<file path="src/rtl/tytra_stream_pkg.sv">
// Shared definitions for the tytra streaming datapath stages.
//   N_DEFAULT  : default operand word width
//   CW_DEFAULT : default statistics counter width
//   hs_fire()  : handshake transfer helper (valid & ready)
package tytra_stream_pkg;

  localparam int N_DEFAULT  = 10;
  localparam int CW_DEFAULT = 16;

  // A transfer happens on a cycle where both sides agree.
  function automatic logic hs_fire(input logic valid, input logic ready);
    return valid & ready;
  endfunction

endpackage

</file>
<file path="src/rtl/compare_eq_stream_cmp.sv">
// Combinational equality comparator used between S1 and S2.
// Ports:
//   a, b : N-bit operands, compared as raw unsigned bit vectors
//   eq   : 1 when every bit of a matches b
module compare_eq_stream_cmp #(
  parameter int N = 10
) (
  input  logic [N-1:0] a,
  input  logic [N-1:0] b,
  output logic         eq
);

  assign eq = (a == b);

endmodule

</file>
<file path="src/rtl/compare_eq_stream.sv">
// Elastic two-stage equality compare: joins the in0/in1 streams, compares
// each pair and emits {eq, in0 operand} with valid/ready backpressure.
// Optional statistics counters are built only when the macro
// COMPARE_EQ_STREAM_CNT_EN is defined; otherwise match_cnt/total_cnt read 0
// and cnt_clr is ignored.
// Ports:
//   clk, rstn                       : clock, asynchronous active-low reset
//   in0_data/in0_valid/in0_ready    : operand A stream
//   in1_data/in1_valid/in1_ready    : operand B stream
//   out_eq/out_data/out_valid/out_ready : result stream (out_data = operand A)
//   cnt_clr                         : synchronous counter clear
//   match_cnt, total_cnt            : saturating result statistics
module compare_eq_stream
  import tytra_stream_pkg::*;
#(
  parameter int N  = N_DEFAULT,
  parameter int CW = CW_DEFAULT
) (
  input  logic          clk,
  input  logic          rstn,
  input  logic [N-1:0]  in0_data,
  input  logic          in0_valid,
  output logic          in0_ready,
  input  logic [N-1:0]  in1_data,
  input  logic          in1_valid,
  output logic          in1_ready,
  output logic          out_eq,
  output logic [N-1:0]  out_data,
  output logic          out_valid,
  input  logic          out_ready,
  input  logic          cnt_clr,
  output logic [CW-1:0] match_cnt,
  output logic [CW-1:0] total_cnt
);

  logic         s1_valid;
  logic [N-1:0] s1_a;
  logic [N-1:0] s1_b;
  logic         s2_valid;
  logic         s2_eq;
  logic [N-1:0] s2_a;
  logic         s1_ready;
  logic         s2_ready;
  logic         fire_in;
  logic         cmp_eq;

  // Ready ripples back from the output so a full pipe still moves every
  // cycle the consumer accepts (no bubble on drain+refill).
  assign s2_ready = ~s2_valid | out_ready;
  assign s1_ready = ~s1_valid | s2_ready;

  // Join: each side is only acknowledged when its partner is also present,
  // so a lone operand waits rather than being consumed unpaired.
  assign fire_in   = hs_fire(in0_valid & in1_valid, s1_ready);
  assign in0_ready = s1_ready & in1_valid;
  assign in1_ready = s1_ready & in0_valid;

  compare_eq_stream_cmp #(
    .N (N)
  ) u_cmp (
    .a  (s1_a),
    .b  (s1_b),
    .eq (cmp_eq)
  );

  // Stage 1: capture the joined operand pair.
  always_ff @(posedge clk or negedge rstn) begin
    if (!rstn) begin
      s1_valid <= 1'b0;
      s1_a     <= {N{1'b0}};
      s1_b     <= {N{1'b0}};
    end else if (s1_ready) begin
      s1_valid <= fire_in;
      if (fire_in) begin
        s1_a <= in0_data;
        s1_b <= in1_data;
      end
    end
  end

  // Stage 2: capture the compare result and pass operand A through.
  always_ff @(posedge clk or negedge rstn) begin
    if (!rstn) begin
      s2_valid <= 1'b0;
      s2_eq    <= 1'b0;
      s2_a     <= {N{1'b0}};
    end else if (s2_ready) begin
      s2_valid <= s1_valid;
      if (s1_valid) begin
        s2_eq <= cmp_eq;
        s2_a  <= s1_a;
      end
    end
  end

  assign out_valid = s2_valid;
  assign out_eq    = s2_eq;
  assign out_data  = s2_a;

`ifdef COMPARE_EQ_STREAM_CNT_EN
  localparam logic [CW-1:0] CNT_MAX = {CW{1'b1}};
  localparam logic [CW-1:0] CNT_ONE = {{(CW-1){1'b0}}, 1'b1};

  logic          out_fire;
  logic [CW-1:0] match_q;
  logic [CW-1:0] total_q;

  assign out_fire = hs_fire(s2_valid, out_ready);

  // Saturating statistics; a clear wins over a same-cycle increment.
  always_ff @(posedge clk or negedge rstn) begin
    if (!rstn) begin
      match_q <= {CW{1'b0}};
      total_q <= {CW{1'b0}};
    end else if (cnt_clr) begin
      match_q <= {CW{1'b0}};
      total_q <= {CW{1'b0}};
    end else if (out_fire) begin
      if (total_q != CNT_MAX) begin
        total_q <= total_q + CNT_ONE;
      end
      if (s2_eq && (match_q != CNT_MAX)) begin
        match_q <= match_q + CNT_ONE;
      end
    end
  end

  assign match_cnt = match_q;
  assign total_cnt = total_q;
`else
  logic unused_cnt_clr;

  assign unused_cnt_clr = cnt_clr;
  assign match_cnt      = {CW{1'b0}};
  assign total_cnt      = {CW{1'b0}};
`endif

endmodule
</file>
<file path="config.mk">
export PLATFORM = sky130hd
export DESIGN_NAME = compare_eq_stream
export DESIGN_NICKNAME = d
export VERILOG_FILES = /design/src/rtl/tytra_stream_pkg.sv /design/src/rtl/compare_eq_stream_cmp.sv /design/src/rtl/compare_eq_stream.sv
export SDC_FILE = /design/constraint.sdc
export NUM_CORES = 1
export LEC_CHECK = 0
export CORE_UTILIZATION = 30
export DETAILED_ROUTE_END_ITERATION = 8
export GPL_ROUTABILITY_DRIVEN = 1
export PLACE_DENSITY = 0.68
export SLEW_MARGIN = 25
export SYNTH_ARGS = -nofsm -noshare
export SYNTH_HDL_FRONTEND = slang
export SYNTH_SLANG_ARGS = --single-unit
</file>
<file path="constraint.sdc">
create_clock -name clk -period 2 [get_ports clk]
set_clock_uncertainty 0.15 [all_clocks]
set_input_delay 0.2 -clock clk [delete_from_list [all_inputs] [get_ports clk]]
set_output_delay 0.2 -clock clk [all_outputs]
set_load 0.05 [all_outputs]
</file>
==> impl_metrics.env <==
export IMPL_routedWlPerCell_um=11.3
export IMPL_maxSlewViolCount=0
export IMPL_cp_arrival_ns=1.51
export IMPL_place_ws_ns=0.185
export IMPL_grt_overflow_total=0
export IMPL_fmax_ghz=0.538
export IMPL_start_kind="register"
export IMPL_core_area_um2=5470
export IMPL_setup_tns_final_ns=0
export IMPL_ys_seq_area_share_pct=48.6
export IMPL_synth_edff_count=0
export IMPL_clock_latency_ns=0.27
export IMPL_grt_pass1_wl_um=4600
export IMPL_dieArea_um2=5960
export IMPL_relSlewSlack_pct=65.3
export IMPL_cts_tree="done"
export IMPL_postRouteAntennaNets=0
export IMPL_die_x_um=77.2
export IMPL_drive_gt1_share_pct=26.3
export IMPL_syn_avg_cell_area_um2=13.9
export IMPL_fin_crit_sh_pct=92.9
export IMPL_fin_ws_ns=0.141
export IMPL_synthCells=122
export IMPL_design_area_um2=2160
export IMPL_grt_use_total_pct=10.3
export IMPL_dr_pass1_iters=2
export IMPL_num_rows=27
export IMPL_end_kind="primary output"
export IMPL_tightest_slew_ns=0.519
export IMPL_finalPower_mw=2.28
export IMPL_clockBufferDepth=2
export IMPL_cts_resized=0
export IMPL_powerDensity_nw_per_um2=1050
export IMPL_seq_area_um2=826
export IMPL_worst_path_largest_cell_delay_ns=0.82
export IMPL_crit_slowest_cell="clkdlybuf4s50_1"
export IMPL_synth_area_top_cells="dfrtp_1 49%, mux2_4 18%, buf_4 15%"
export IMPL_vias=939
export IMPL_htreeDepth=2
export IMPL_area_growth_synth_to_final_pct=27.4
export IMPL_ctsHoldBuffers=0
export IMPL_cp_top_family="buffers and inverters"
export IMPL_synth_area_um2=1700
export IMPL_yosys_warnings=0
export IMPL_leakagePower_nw=1.01
export IMPL_power_frac_comb_pct=38.9
export IMPL_cap_violations=0
export IMPL_insertedDiodeCount=0
export IMPL_r2r_start="out_valid"
export IMPL_port_buffers=38
export IMPL_antenna_found_initial=0
export IMPL_hp_class="input pin to asynchronous set/reset pin"
export IMPL_cp_max_fo=3
export IMPL_grt_setup_unrepaired="false"
export IMPL_path_class="register to primary output"
export IMPL_reg2reg_to="s1_b[2]"
export IMPL_nets=193
export IMPL_numCtsBuffers=5
export IMPL_p_int_mw=1.44
export IMPL_pwr_share_clk_pct=21.4
export IMPL_cts_sinks=33
export IMPL_hold_viol_final=0
export IMPL_finalWeightedCongestion=0.653
export IMPL_async_flop_share_pct=100
export IMPL_placed_cells=232
export IMPL_dieHeight_um=77.2
export IMPL_switching_share_pct=36.7
export IMPL_vdd_drop_max_mv=0.507
export IMPL_worstRegToRegCells=4
export IMPL_synth_seq_cells=33
export IMPL_grt_max_degree=34
export IMPL_synth_cell_type_count=15
export IMPL_io_pins=72
export IMPL_initial_utilization_pct=31.0
export IMPL_period_needed_ns=1.86
export IMPL_fin_cells=239
export IMPL_p_seq_share_pct=39.6
export IMPL_crit_chain="clkdlybuf4s50_1"
export IMPL_post_cts_buffers=0
export IMPL_ys_top_cells_by_count="33 x buf_4, 33 x dfrtp_1, 20 x mux2_4, 10 x mux2_2, 10 x xor2_1"
export IMPL_dominantRegCellSynth="dfrtp_1"
export IMPL_cts_root_buffer="clkbuf_8"
export IMPL_synth_top_cell_area_share_pct=48.6
export IMPL_path_buf_inv=1
export IMPL_via_per_inst=3.93
export IMPL_drt_total_wl_um=2700
export IMPL_fin_hold_ws_ns=0.179
export IMPL_hpwlAfterDp_um=2000
export IMPL_p_sw_mw=0.835
export IMPL_setup_viol=0
export IMPL_yosys_area_top_type="dfrtp_1"
export IMPL_place_area_um2=2080
export IMPL_first_global_vias=975
export IMPL_cp_data_required_time_ns=1.65
export IMPL_drt_iter0_drc=30
export IMPL_route_detailed_drc=0
export IMPL_outcome="completed"
export IMPL_fill_cells=532
export IMPL_multi_input_area_um2=718
export IMPL_path_clk_slew_ns=0.06
export IMPL_r2r_slack_ns=0.50
export IMPL_fin_util_pct=39.5
## cells by family after synthesis
kind of cell,synth area share [%]
AOI/OAI and AO/OA,0.590
xor gates and xnor gates,5.16
buffers and inverters,15.9
DFF,48.6
muxes,24.3
other,0.221
and+or+nand+nor,5.16
## layout by cell type (no fill, tap or decap), drive strengths merged
cell,n
clkdlybuf4s50,36
dfrtp,33
conb,32
mux2,30
xor2,10
clkbuf,7
buf,6
nand2,3
and2,2
nand2b,2
nor4,2
nand3b,1
nor2b,1
nor3,1
a32o,1
## power groups by stage
stage / Sequential [mW] / Combinational (mW) / Clock [mW]
4_1_cts: 0.906 / 0.896 / 0.512
6_report: 0.902 / 0.886 / 0.487
3_3_place_gp: 0.912 / 0.885 / 0
2_1_floorplan: 1.15 / 0.435 / 0
5_1_grt: 0.921 / 0.936 / 0.548
3_5_place_dp: 0.918 / 0.893 / 0
## worst max path at each step
| stage | startpoint | end | depth (start not counted) |
|---|---|---|---|
| 2_1_floorplan | out_valid | out_data[0] | 4 |
| 3_3_place_gp | out_ready | s1_b[4] | 5 |
| 3_5_place_dp | out_ready | s1_a[8] | 5 |
| 4_1_cts | out_valid | out_valid | 1 |
| 5_1_grt | out_valid | out_valid | 1 |
| 6_report | out_valid | out_valid | 1 |
## routing by layer
metal	track usage, %	routed length (µm)
met5	0	0
met1	12.6	1150
met4	2.83	31
met3	4.29	204
met2	16.5	1310
## sequential cells by signal (all words and copies together), names as in the netlist
signal and count:
out_data 10, out_eq 1, out_valid 1, s1_a 10, s1_b 10, s1_valid 1
## final cells by class
class / instances / area share (%)
tap: 72 / 4.16
timing repair buffer: 42 / 20.5
sequential: 33 / 38.2
multi-input combinational: 85 / 33.2
clock buffer: 7 / 3.99
No activity file was read; power rests on OpenSTA's default activity.
